==> src/rtl/cruce_n_vias.sv <==
`default_nettype none
// ============================================================================
//  Module   : cruce_n_vias
//  Purpose  : N-approach intersection controller with demand-driven green
//             extension, skipping of idle approaches and an all-red
//             pedestrian phase.
//  Ports    : clk          - single clock, rising edge
//             reset        - synchronous, active-low reset
//             enb          - advance enable (0 freezes the state machine)
//             sensor       - vehicle present on approach i (level)
//             peatonal_req - pedestrian request on approach i (pulse/level)
//             semaforo     - head i at [2i+1:2i]: 00 red, 01 yellow, 10 green
//             peatonal_ok  - pedestrian walk for approach i
//             via_activa   - index of the current or last-served approach
//  Revision : 1.0 - initial release
// ============================================================================
module cruce_n_vias #(
    parameter int N_VIAS      = 4,
    parameter int T_VERDE     = 4,
    parameter int T_VERDE_MAX = 8,
    parameter int T_AMARILLO  = 2,
    parameter int T_ROJO      = 1,
    parameter int T_PEATON    = 3
) (
    input  logic                      clk,
    input  logic                      reset,
    input  logic                      enb,
    input  logic [N_VIAS-1:0]         sensor,
    input  logic [N_VIAS-1:0]         peatonal_req,
    output logic [2*N_VIAS-1:0]       semaforo,
    output logic [N_VIAS-1:0]         peatonal_ok,
    output logic [$clog2(N_VIAS)-1:0] via_activa
);

    localparam int C_VIA_W = $clog2(N_VIAS);

    // Counter is sized to the longest phase.
    localparam int C_T_A   = (T_VERDE_MAX > T_AMARILLO) ? T_VERDE_MAX : T_AMARILLO;
    localparam int C_T_B   = (T_ROJO > T_PEATON) ? T_ROJO : T_PEATON;
    localparam int C_T_MAX = (C_T_A > C_T_B) ? C_T_A : C_T_B;
    localparam int C_CNT_W = $clog2(C_T_MAX + 1);

    localparam logic [C_CNT_W-1:0] C_FIN_VERDE_MIN = C_CNT_W'(T_VERDE - 1);
    localparam logic [C_CNT_W-1:0] C_FIN_VERDE_MAX = C_CNT_W'(T_VERDE_MAX - 1);
    localparam logic [C_CNT_W-1:0] C_FIN_AMARILLO  = C_CNT_W'(T_AMARILLO - 1);
    localparam logic [C_CNT_W-1:0] C_FIN_ROJO      = C_CNT_W'(T_ROJO - 1);
    localparam logic [C_CNT_W-1:0] C_FIN_PEATON    = C_CNT_W'(T_PEATON - 1);

    localparam logic [1:0] C_ST_TODO_ROJO = 2'd0;
    localparam logic [1:0] C_ST_VERDE     = 2'd1;
    localparam logic [1:0] C_ST_AMARILLO  = 2'd2;
    localparam logic [1:0] C_ST_PEATON    = 2'd3;

    logic [1:0]           r_state;
    logic [C_CNT_W-1:0]   r_cnt;
    logic [C_VIA_W-1:0]   r_via;
    logic [N_VIAS-1:0]    r_sensor;
    logic [N_VIAS-1:0]    r_ped_pend;
    logic [N_VIAS-1:0]    r_snap;

    logic [1:0]           w_state_nxt;
    logic [C_VIA_W-1:0]   w_via_nxt;
    logic [C_VIA_W-1:0]   w_via_sig;
    logic [N_VIAS-1:0]    w_sensor_otras;
    logic                 w_ped_any;
    logic                 w_dem;
    logic                 w_salto;
    logic                 w_entra_peaton;
    logic [N_VIAS-1:0]    w_snap_nxt;
    logic [N_VIAS-1:0]    w_ped_clr;
    logic [2*N_VIAS-1:0]  w_sem_nxt;
    logic [N_VIAS-1:0]    w_ok_nxt;

    // ------------------------------------------------------------------
    // Demand and next-approach selection (all from registered inputs)
    // ------------------------------------------------------------------
    always_comb begin
        w_sensor_otras = '0;
        for (int i = 0; i < N_VIAS; i++) begin
            w_sensor_otras[i] = r_sensor[i] & (C_VIA_W'(i) != r_via);
        end
    end

    assign w_ped_any = |r_ped_pend;
    assign w_dem     = (|w_sensor_otras) | w_ped_any;

    // Walk offsets from the farthest down to the nearest so the closest
    // approach with a waiting vehicle wins; offset N_VIAS is the current
    // approach itself, the last resort before the plain +1 fallback.
    always_comb begin
        w_via_sig = C_VIA_W'((int'(r_via) + 1) % N_VIAS);
        for (int k = N_VIAS; k >= 1; k--) begin
            if (r_sensor[C_VIA_W'((int'(r_via) + k) % N_VIAS)]) begin
                w_via_sig = C_VIA_W'((int'(r_via) + k) % N_VIAS);
            end
        end
    end

    // ------------------------------------------------------------------
    // Next-state logic
    // ------------------------------------------------------------------
    always_comb begin
        w_state_nxt = r_state;
        w_via_nxt   = r_via;
        if (enb) begin
            case (r_state)
                C_ST_TODO_ROJO: begin
                    if (r_cnt == C_FIN_ROJO) begin
                        if (w_ped_any) begin
                            w_state_nxt = C_ST_PEATON;
                        end else begin
                            w_state_nxt = C_ST_VERDE;
                            w_via_nxt   = w_via_sig;
                        end
                    end
                end
                C_ST_VERDE: begin
                    if (((r_cnt >= C_FIN_VERDE_MIN) && w_dem) ||
                        (r_cnt == C_FIN_VERDE_MAX)) begin
                        w_state_nxt = C_ST_AMARILLO;
                    end
                end
                C_ST_AMARILLO: begin
                    if (r_cnt == C_FIN_AMARILLO) begin
                        w_state_nxt = C_ST_TODO_ROJO;
                    end
                end
                C_ST_PEATON: begin
                    if (r_cnt == C_FIN_PEATON) begin
                        w_state_nxt = C_ST_VERDE;
                        w_via_nxt   = w_via_sig;
                    end
                end
                default: w_state_nxt = C_ST_TODO_ROJO;
            endcase
        end
    end

    assign w_salto        = (w_state_nxt != r_state);
    assign w_entra_peaton = w_salto && (w_state_nxt == C_ST_PEATON);
    assign w_snap_nxt     = w_entra_peaton ? r_ped_pend : r_snap;

    // The served bits are dropped from the pending latch at phase entry
    // rather than at exit: the walk output comes from the snapshot, so the
    // observable behaviour is the same, and any request arriving while the
    // phase runs (including on its exit edge) is kept for the next phase.
    assign w_ped_clr = w_entra_peaton ? r_ped_pend : '0;

    // ------------------------------------------------------------------
    // Output logic, computed from the next state so the outputs can be
    // registered and line up with the state they describe.
    // ------------------------------------------------------------------
    always_comb begin
        w_sem_nxt = '0;
        w_ok_nxt  = '0;
        for (int i = 0; i < N_VIAS; i++) begin
            if (C_VIA_W'(i) == w_via_nxt) begin
                if (w_state_nxt == C_ST_VERDE) begin
                    w_sem_nxt[2*i +: 2] = 2'b10;
                end else if (w_state_nxt == C_ST_AMARILLO) begin
                    w_sem_nxt[2*i +: 2] = 2'b01;
                end
            end
        end
        if (w_state_nxt == C_ST_PEATON) begin
            w_ok_nxt = w_snap_nxt;
        end
    end

    // ------------------------------------------------------------------
    // State register (frozen while enb=0)
    // ------------------------------------------------------------------
    always_ff @(posedge clk) begin
        if (!reset) begin
            r_state     <= C_ST_TODO_ROJO;
            r_cnt       <= '0;
            r_via       <= C_VIA_W'(N_VIAS - 1);
            r_snap      <= '0;
            semaforo    <= '0;
            peatonal_ok <= '0;
        end else if (enb) begin
            r_state     <= w_state_nxt;
            r_cnt       <= w_salto ? '0 : r_cnt + 1'b1;
            r_via       <= w_via_nxt;
            r_snap      <= w_snap_nxt;
            semaforo    <= w_sem_nxt;
            peatonal_ok <= w_ok_nxt;
        end
    end

    // Input capture runs regardless of enb; a same-cycle set beats the clear.
    always_ff @(posedge clk) begin
        if (!reset) begin
            r_sensor   <= '0;
            r_ped_pend <= '0;
        end else begin
            r_sensor   <= sensor;
            r_ped_pend <= (r_ped_pend & ~w_ped_clr) | peatonal_req;
        end
    end

    assign via_activa = r_via;

endmodule
`default_nettype wire

==> config.mk <==
export PLATFORM = sky130hd
export DESIGN_NAME = cruce_n_vias
export DESIGN_NICKNAME = d
export VERILOG_FILES = /design/src/rtl/cruce_n_vias.sv
export SDC_FILE = /design/constraint.sdc
export NUM_CORES = 1
export LEC_CHECK = 0
export CAP_MARGIN = 20
export CORE_MARGIN = 1
export CORE_UTILIZATION = 25
export DETAILED_ROUTE_END_ITERATION = 10
export HOLD_SLACK_MARGIN = 0.12
export SYNTH_ARGS = -nofsm -noshare
export SYNTH_HDL_FRONTEND = slang
export SYNTH_SLANG_ARGS = --single-unit
==> constraint.sdc <==
create_clock -name clk -period 8.7 [get_ports clk]
set_clock_uncertainty 0.2 [all_clocks]
set_input_delay 2.175 -clock clk [delete_from_list [all_inputs] [get_ports clk]]
set_output_delay 2.175 -clock clk [all_outputs]
set_load 0.02 [all_outputs]
==> results.json, run 1 <==
{
  "syn_area_um2": 1859,
  "fin_crit_ns": 4.515,
  "grt_max_degree": 25,
  "cts_buffers": 5,
  "synth_area_per_cell_um2": 8.770,
  "crit_fanout": 11,
  "pin_count": 25,
  "p_leak_uw": 0.0008877,
  "drive_above_1_share_pct": 7.692,
  "yosysMostFrequentCell": "dfxtp_1",
  "die_y_um": 88.24,
  "wirelength_um": 4194,
  "final_cells": 333,
  "overflow": 0,
  "clk_latency_ns": 0.28,
  "cp_top_family": "buffers and inverters",
  "synthSimpleGateAreaFrac_pct": 19.45,
  "yosys.area.top_type": "dfxtp_1",
  "cts_hold_buf": 0,
  "avgViaCountPerCell": 4.724,
  "synth_compound_area_share_pct": 21.27,
  "fin_setup_tns_ns": 0,
  "critPathSlowestCell": "clkdlybuf4s50_1",
  "htree_levels": 2,
  "vias": 1573,
  "cp-end-kind": "flip-flop",
  "path_clk_slew_ns": 0.07,
  "synth_top_family_by_area": "compound AO/OA/AOI/OAI gates",
  "status": "finished clean",
  "wl_per_cell_um": 12.59,
  "synthTopCellsByArea": "dfxtp_1, ha_1, mux2i_1",
  "synth_cells": 212,
  "placementRows": 31,
  "design_power_total_uw": 550.8,
  "hold_class": "flip-flop to flip-flop",
  "slew_violations": 0,
  "cts_setup_buffers": 0,
  "critPathRequiredTime_ns": 8.71,
  "hold_violations": 0,
  "drtPass1Iterations": 4,
  "grt_pass1_wl_um": 7065,
  "grt_pass1_vias": 1489,
  "path_class": "primary input to flip-flop",
  "crit_arrival_ns": 4.52,
  "ys_ff_latch": 32,
  "worstSetupStartpointType": "primary input",
  "finalSetupViolations": 0,
  "relSlewSlack_pct": 42.13,
  "cts-resized-gates": 0,
  "worstPathCellList": "clkdlybuf4s50_1 -> inv_1 -> o21ai_0 -> and3_1 -> mux2i_1",
  "setup_slack_ns": 4.185,
  "synth_fa_ha_area_share_pct": 8.748,
  "drt_iter0_drc": 60,
  "gr-usage-all-layers_pct": 11.70,
  "power_density_nw_per_um2": 240.4,
  "place_congestion": 0.8676,
  "drtAntennaViolNets": 0,
  "path_buf_inv": 2,
  "antenna_cells": 0,
  "cap_violations": 0,
  "antenna_found_initial": 0,
  "fin_crit_sh_pct": 51.89,
  "yosysWarningCount": 0,
  "place.port_buffers": 24,
  "nNetsFinal": 257,
  "yosysUniqueCellTypes": 49,
  "synth_fp_nets": 236,
  "initial_utilization_pct": 25.77,
  "synth_mux_area_share_pct": 9.489,
  "synth_edf_count": 0,
  "vdd_ir_drop_max_v": 0.00006798,
  "tightest_slew_ns": 0.8589,
  "areaGrowthSynthToFinish_pct": 23.22,
  "die_area_um2": 7786,
  "slowest_delay_ns": 0.72,
  "post-route-util_pct": 31.76,
  "synthTopCellsByCount": "dfxtp_1, nand2_1, o21ai_0, inv_1, ha_1",
  "synth_xor_area_share_pct": 1.413,
  "die_w_um": 88.24,
  "ys_seq_area_share_pct": 34.45,
  "synth_top_area_share_pct": 34.45,
  "core_um2": 7214,
  "dp.cells": 325,
  "fmax_mhz": 221.5,
  "rsz0062_at_grt": "no",
  "cts.sinks": 32,
  "drc": 0,
  "cts.path.max_buffers": 2,
  "pre_cts_ws_ns": 3.914,
  "hpwl_um": 3059,
  "synthArstFlopShare_pct": 0,
  "root_buffer": "clkbuf_8",
  "cts_tree": "built",
  "synthFlopType": "dfxtp_1"
}
## path summary, 6_finish.rpt
kind            startpoint          end  slack, ns  cells past startpoint
min              r_snap[0]    r_snap[0]       0.26                      2
min reg2reg      r_snap[0]    r_snap[0]       0.26                      2
max reg2reg  via_activa[0]  semaforo[1]       5.50                      8
max                    enb    r_snap[1]       4.19                      5
## cells in the final DEF, fill, tap and decap left out, types with 2 or more instances in the layout
| cell type | netlist | layout |
|---|---|---|
| nand2b_1 | 2 | 2 |
| mux2i_1 | 12 | 12 |
| nand4_1 | 2 | 2 |
| ha_1 | 13 | 13 |
| nor2b_1 | 4 | 4 |
| a221oi_1 | 2 | 2 |
| o211ai_1 | 3 | 3 |
| o221ai_1 | 5 | 5 |
| and2_1 | 4 | 4 |
| nor3_1 | 5 | 5 |
| o31ai_1 | 3 | 3 |
| mux4_2 | 2 | 2 |
| a21oi_1 | 8 | 8 |
| clkdlybuf4s50_1 | 0 | 24 |
| xor2_1 | 2 | 2 |
| a211oi_1 | 3 | 3 |
| inv_1 | 15 | 15 |
| clkbuf_8 | 0 | 5 |
| or3_1 | 2 | 2 |
| a32o_1 | 2 | 2 |
| o21ai_0 | 18 | 18 |
| nand2_1 | 29 | 29 |
| or2_2 | 3 | 3 |
| nor2_1 | 7 | 7 |
| nand3_1 | 2 | 2 |
| dfxtp_1 | 32 | 32 |
## report_power, final
group | internal [uW] | switching, uW
registers | 166 | 29.2
logic | 94.4 | 120
clock network | 84.9 | 55.8
total | 345 | 205
## through the flow
stage	hold slack, ns	area (um2)
2_1_floorplan	0.2341	1859
6_report	0.2552	2291
5_1_grt	0.2772	2291
4_1_cts	0.2576	2291
3_5_place_dp	0.2472	2183
3_3_place_gp	0.2416	2183
## sequential cells by signal (all words and copies together), names as in the netlist
signal,count
r_sensor,4
peatonal_ok,4
r_state,2
r_snap,4
semaforo,8
via_activa,2
r_cnt,4
r_ped_pend,4
## metal layers
metal	vias to the layer above	wire (um)	track usage, %
met5	-	0	0
met4	0	25	3.079
met3	5	172	3.451
met2	34	1877	18.25
met1	730	2119	15.76
li1	804	-	-
## cell type report
type	count	area, um2
fillers	770	4923
multi-input cells	155	1122
flip-flops and latches	32	640.6
repair buffers	24	240.2
well taps	99	123.9
clock buffers	6	72.57
inverters	15	56.30
clock inverters	2	35.03
## worst min-delay path: stages (launching register included)
cell,delay [ns]
dfxtp_1,0.31
nand2_1,0.05
mux2i_1,0.05
## kinds of logic (layout without fill, tap and decap cells)
logic type | count (synthesis) | after routing
AOI/OAI and AO/OA | 56 | 56
DFF | 32 | 32
adders and majority gates | 13 | 13
xor gates and xnor gates | 3 | 3
muxes | 15 | 15
buffers and inverters | 25 | 47
and+or+nand+nor | 68 | 68
(Power assumes the default switching activity.)
==> run 2: changes to the inputs <==
Clock period 8.7 ns to 4.4 ns, I/O delays scaled along.
==> run 2 against run 1 <==
Effect of this change: worst hold slack lost 0.0023 ns; setup slack worse by 3.1 ns; final cell count rose by 0.90%; power is 100% higher; clock power increased by 120%; first-iteration DRC count increased by 82%; cell area increased by 1.8%; sequential share of layout area down 0.50 points; sequential power grew 97%; global-route usage down 0.33 points; combinational power grew 100%; critical path type unchanged; largest power group unchanged.
==> results.json, run 2 (synthesis gave the netlist of run 1 again) <==
{
  "crit_fanout": 11,
  "grt_max_degree": 25,
  "drtAntennaViolNets": 0,
  "final-seq-area_um2": 640.6,
  "place_congestion": 0.8303,
  "fmax_mhz": 305.6,
  "min_from": "r_snap[0]",
  "areaGrowthSynthToFinish_pct": 25.44,
  "drc": 0,
  "fin_setup_tns_ns": 0,
  "ff2ff_setup_slack_ns": 1.23,
  "cts-resized-gates": 0,
  "drt_iter0_drc": 109,
  "drtPass1Iterations": 5,
  "slowest_delay_ns": 0.71,
  "cp-end-kind": "flip-flop",
  "path_class": "primary input to flip-flop",
  "r2r_cells": 8,
  "worstSetupStartpointType": "primary input",
  "critPathCapture": "semaforo[3]",
  "worstPathCellList": "clkdlybuf4s50_1 -> nand2b_1 -> or3_4 -> a211oi_1 -> o21ba_2 -> a32o_1",
  "relSlewSlack_pct": 41.36,
  "grt_pass1_wl_um": 6872,
  "crit_cells": 6,
  "post-route-util_pct": 32.33,
  "final_cells": 336,
  "reg2reg_to": "semaforo[1]",
  "cts_tree": "built",
  "p_leak_uw": 0.0009112,
  "drive_above_1_share_pct": 9.283,
  "final_common_cell": "dfxtp_1",
  "r2r_start": "via_activa[0]",
  "antenna_cells": 0,
  "fin_crit_sh_pct": 74.37,
  "place.port_buffers": 24,
  "overflow": 0,
  "cts.path.max_buffers": 2,
  "wl_per_cell_um": 12.24,
  "vdd_ir_drop_max_v": 0.0001592,
  "critPathSlowestCell": "clkdlybuf4s50_1",
  "rsz0062_at_grt": "no",
  "finalSetupViolations": 0,
  "avgViaCountPerCell": 4.738,
  "cp_top_family": "compound AO/OA/AOI/OAI gates",
  "status": "finished clean",
  "cts_setup_buffers": 0,
  "nNetsFinal": 260,
  "core_um2": 7214,
  "largest_reg_flops": 8,
  "clk_latency_ns": 0.28,
  "cts_buffers": 5,
  "die_y_um": 88.24,
  "path_clk_slew_ns": 0.06,
  "fillers": 780,
  "multi_input_area_um2": 1122,
  "top_register": "semaforo",
  "critical_path.startpoint": "enb",
  "fin_crit_ns": 3.272,
  "wirelength_um": 4112,
  "vias": 1592,
  "cts_hold_buf": 0,
  "die_w_um": 88.24,
  "root_buffer": "clkbuf_8",
  "initial_utilization_pct": 25.77,
  "antenna_found_initial": 0,
  "cap_violations": 0,
  "tightest_slew_ns": 0.8764,
  "die_area_um2": 7786,
  "pin_count": 25,
  "slew_violations": 0,
  "gr-usage-all-layers_pct": 11.36,
  "crit_arrival_ns": 3.25,
  "final_cell_mix": "dfxtp_1, nand2_1, clkdlybuf4s50_1",
  "grt_pass1_vias": 1453,
  "hpwl_um": 2956,
  "htree_levels": 2,
  "hold_class": "flip-flop to flip-flop",
  "cts.sinks": 32,
  "path_buf_inv": 1,
  "dp.cells": 328,
  "critPathRequiredTime_ns": 4.38,
  "placementRows": 31,
  "power_density_nw_per_um2": 481.0,
  "hold_violations": 0
}
-- run 2: where the power goes --
group / leakage (uW) / internal, uW / switching (uW) / total (uW)
Clock: 0.0000645 / 200 / 109 / 309
Sequential: 0.000262 / 328 / 55.6 / 384
Combinational: 0.000585 / 194 / 235 / 429
Total: 0.000911 / 722 / 400 / 1120
-- run 2: stage by stage --
step / hold slack, ns / worst slack (ns) / cell area, um2 / power [uW]
floorplan: 0.2341 / 1.412 / 1859 / 697.4
global placement: 0.2416 / 0.9199 / 2206 / 817.4
detailed placement: 0.2472 / 0.8428 / 2206 / 817.3
CTS: 0.2581 / 1.139 / 2332 / 1130
global route: 0.2794 / 0.9165 / 2332 / 1205
finish: 0.2529 / 1.128 / 2332 / 1122
-- run 2: tightest hold or removal path, cell delays in order (launching register included) --
cell and delay (ns):
dfxtp_1 0.31, nand2_1 0.05, mux2i_1 0.05
-- run 2: final cells by class --
class,instances,share of cell area [%]
multi-input cells,155,48.12
repair buffers,27,11.27
flip-flops and latches,32,27.47
inverters,15,2.414
clock inverters,1,1.288
well taps,99,5.311
clock buffers,7,4.131
-- run 2: how the worst min path moves through the flow --
stage | to | slack, ns | cells past startpoint
detailed placement | r_snap[1] | 0.25 | 2
global placement | r_snap[0] | 0.24 | 2
finish | r_snap[0] | 0.25 | 2
global route | r_snap[1] | 0.28 | 2
floorplan | r_snap[0] | 0.23 | 2
CTS | r_snap[0] | 0.26 | 2
-- run 2: routing by layer --
layer	track usage, %	up-vias	part of all wire, %	routed length, um
li1	-	809	-	-
met1	15.68	743	52	2146
met2	17.13	33	43	1761
met3	3.172	7	3.8	158
met4	3.519	0	1.1	45
met5	0	-	0	0
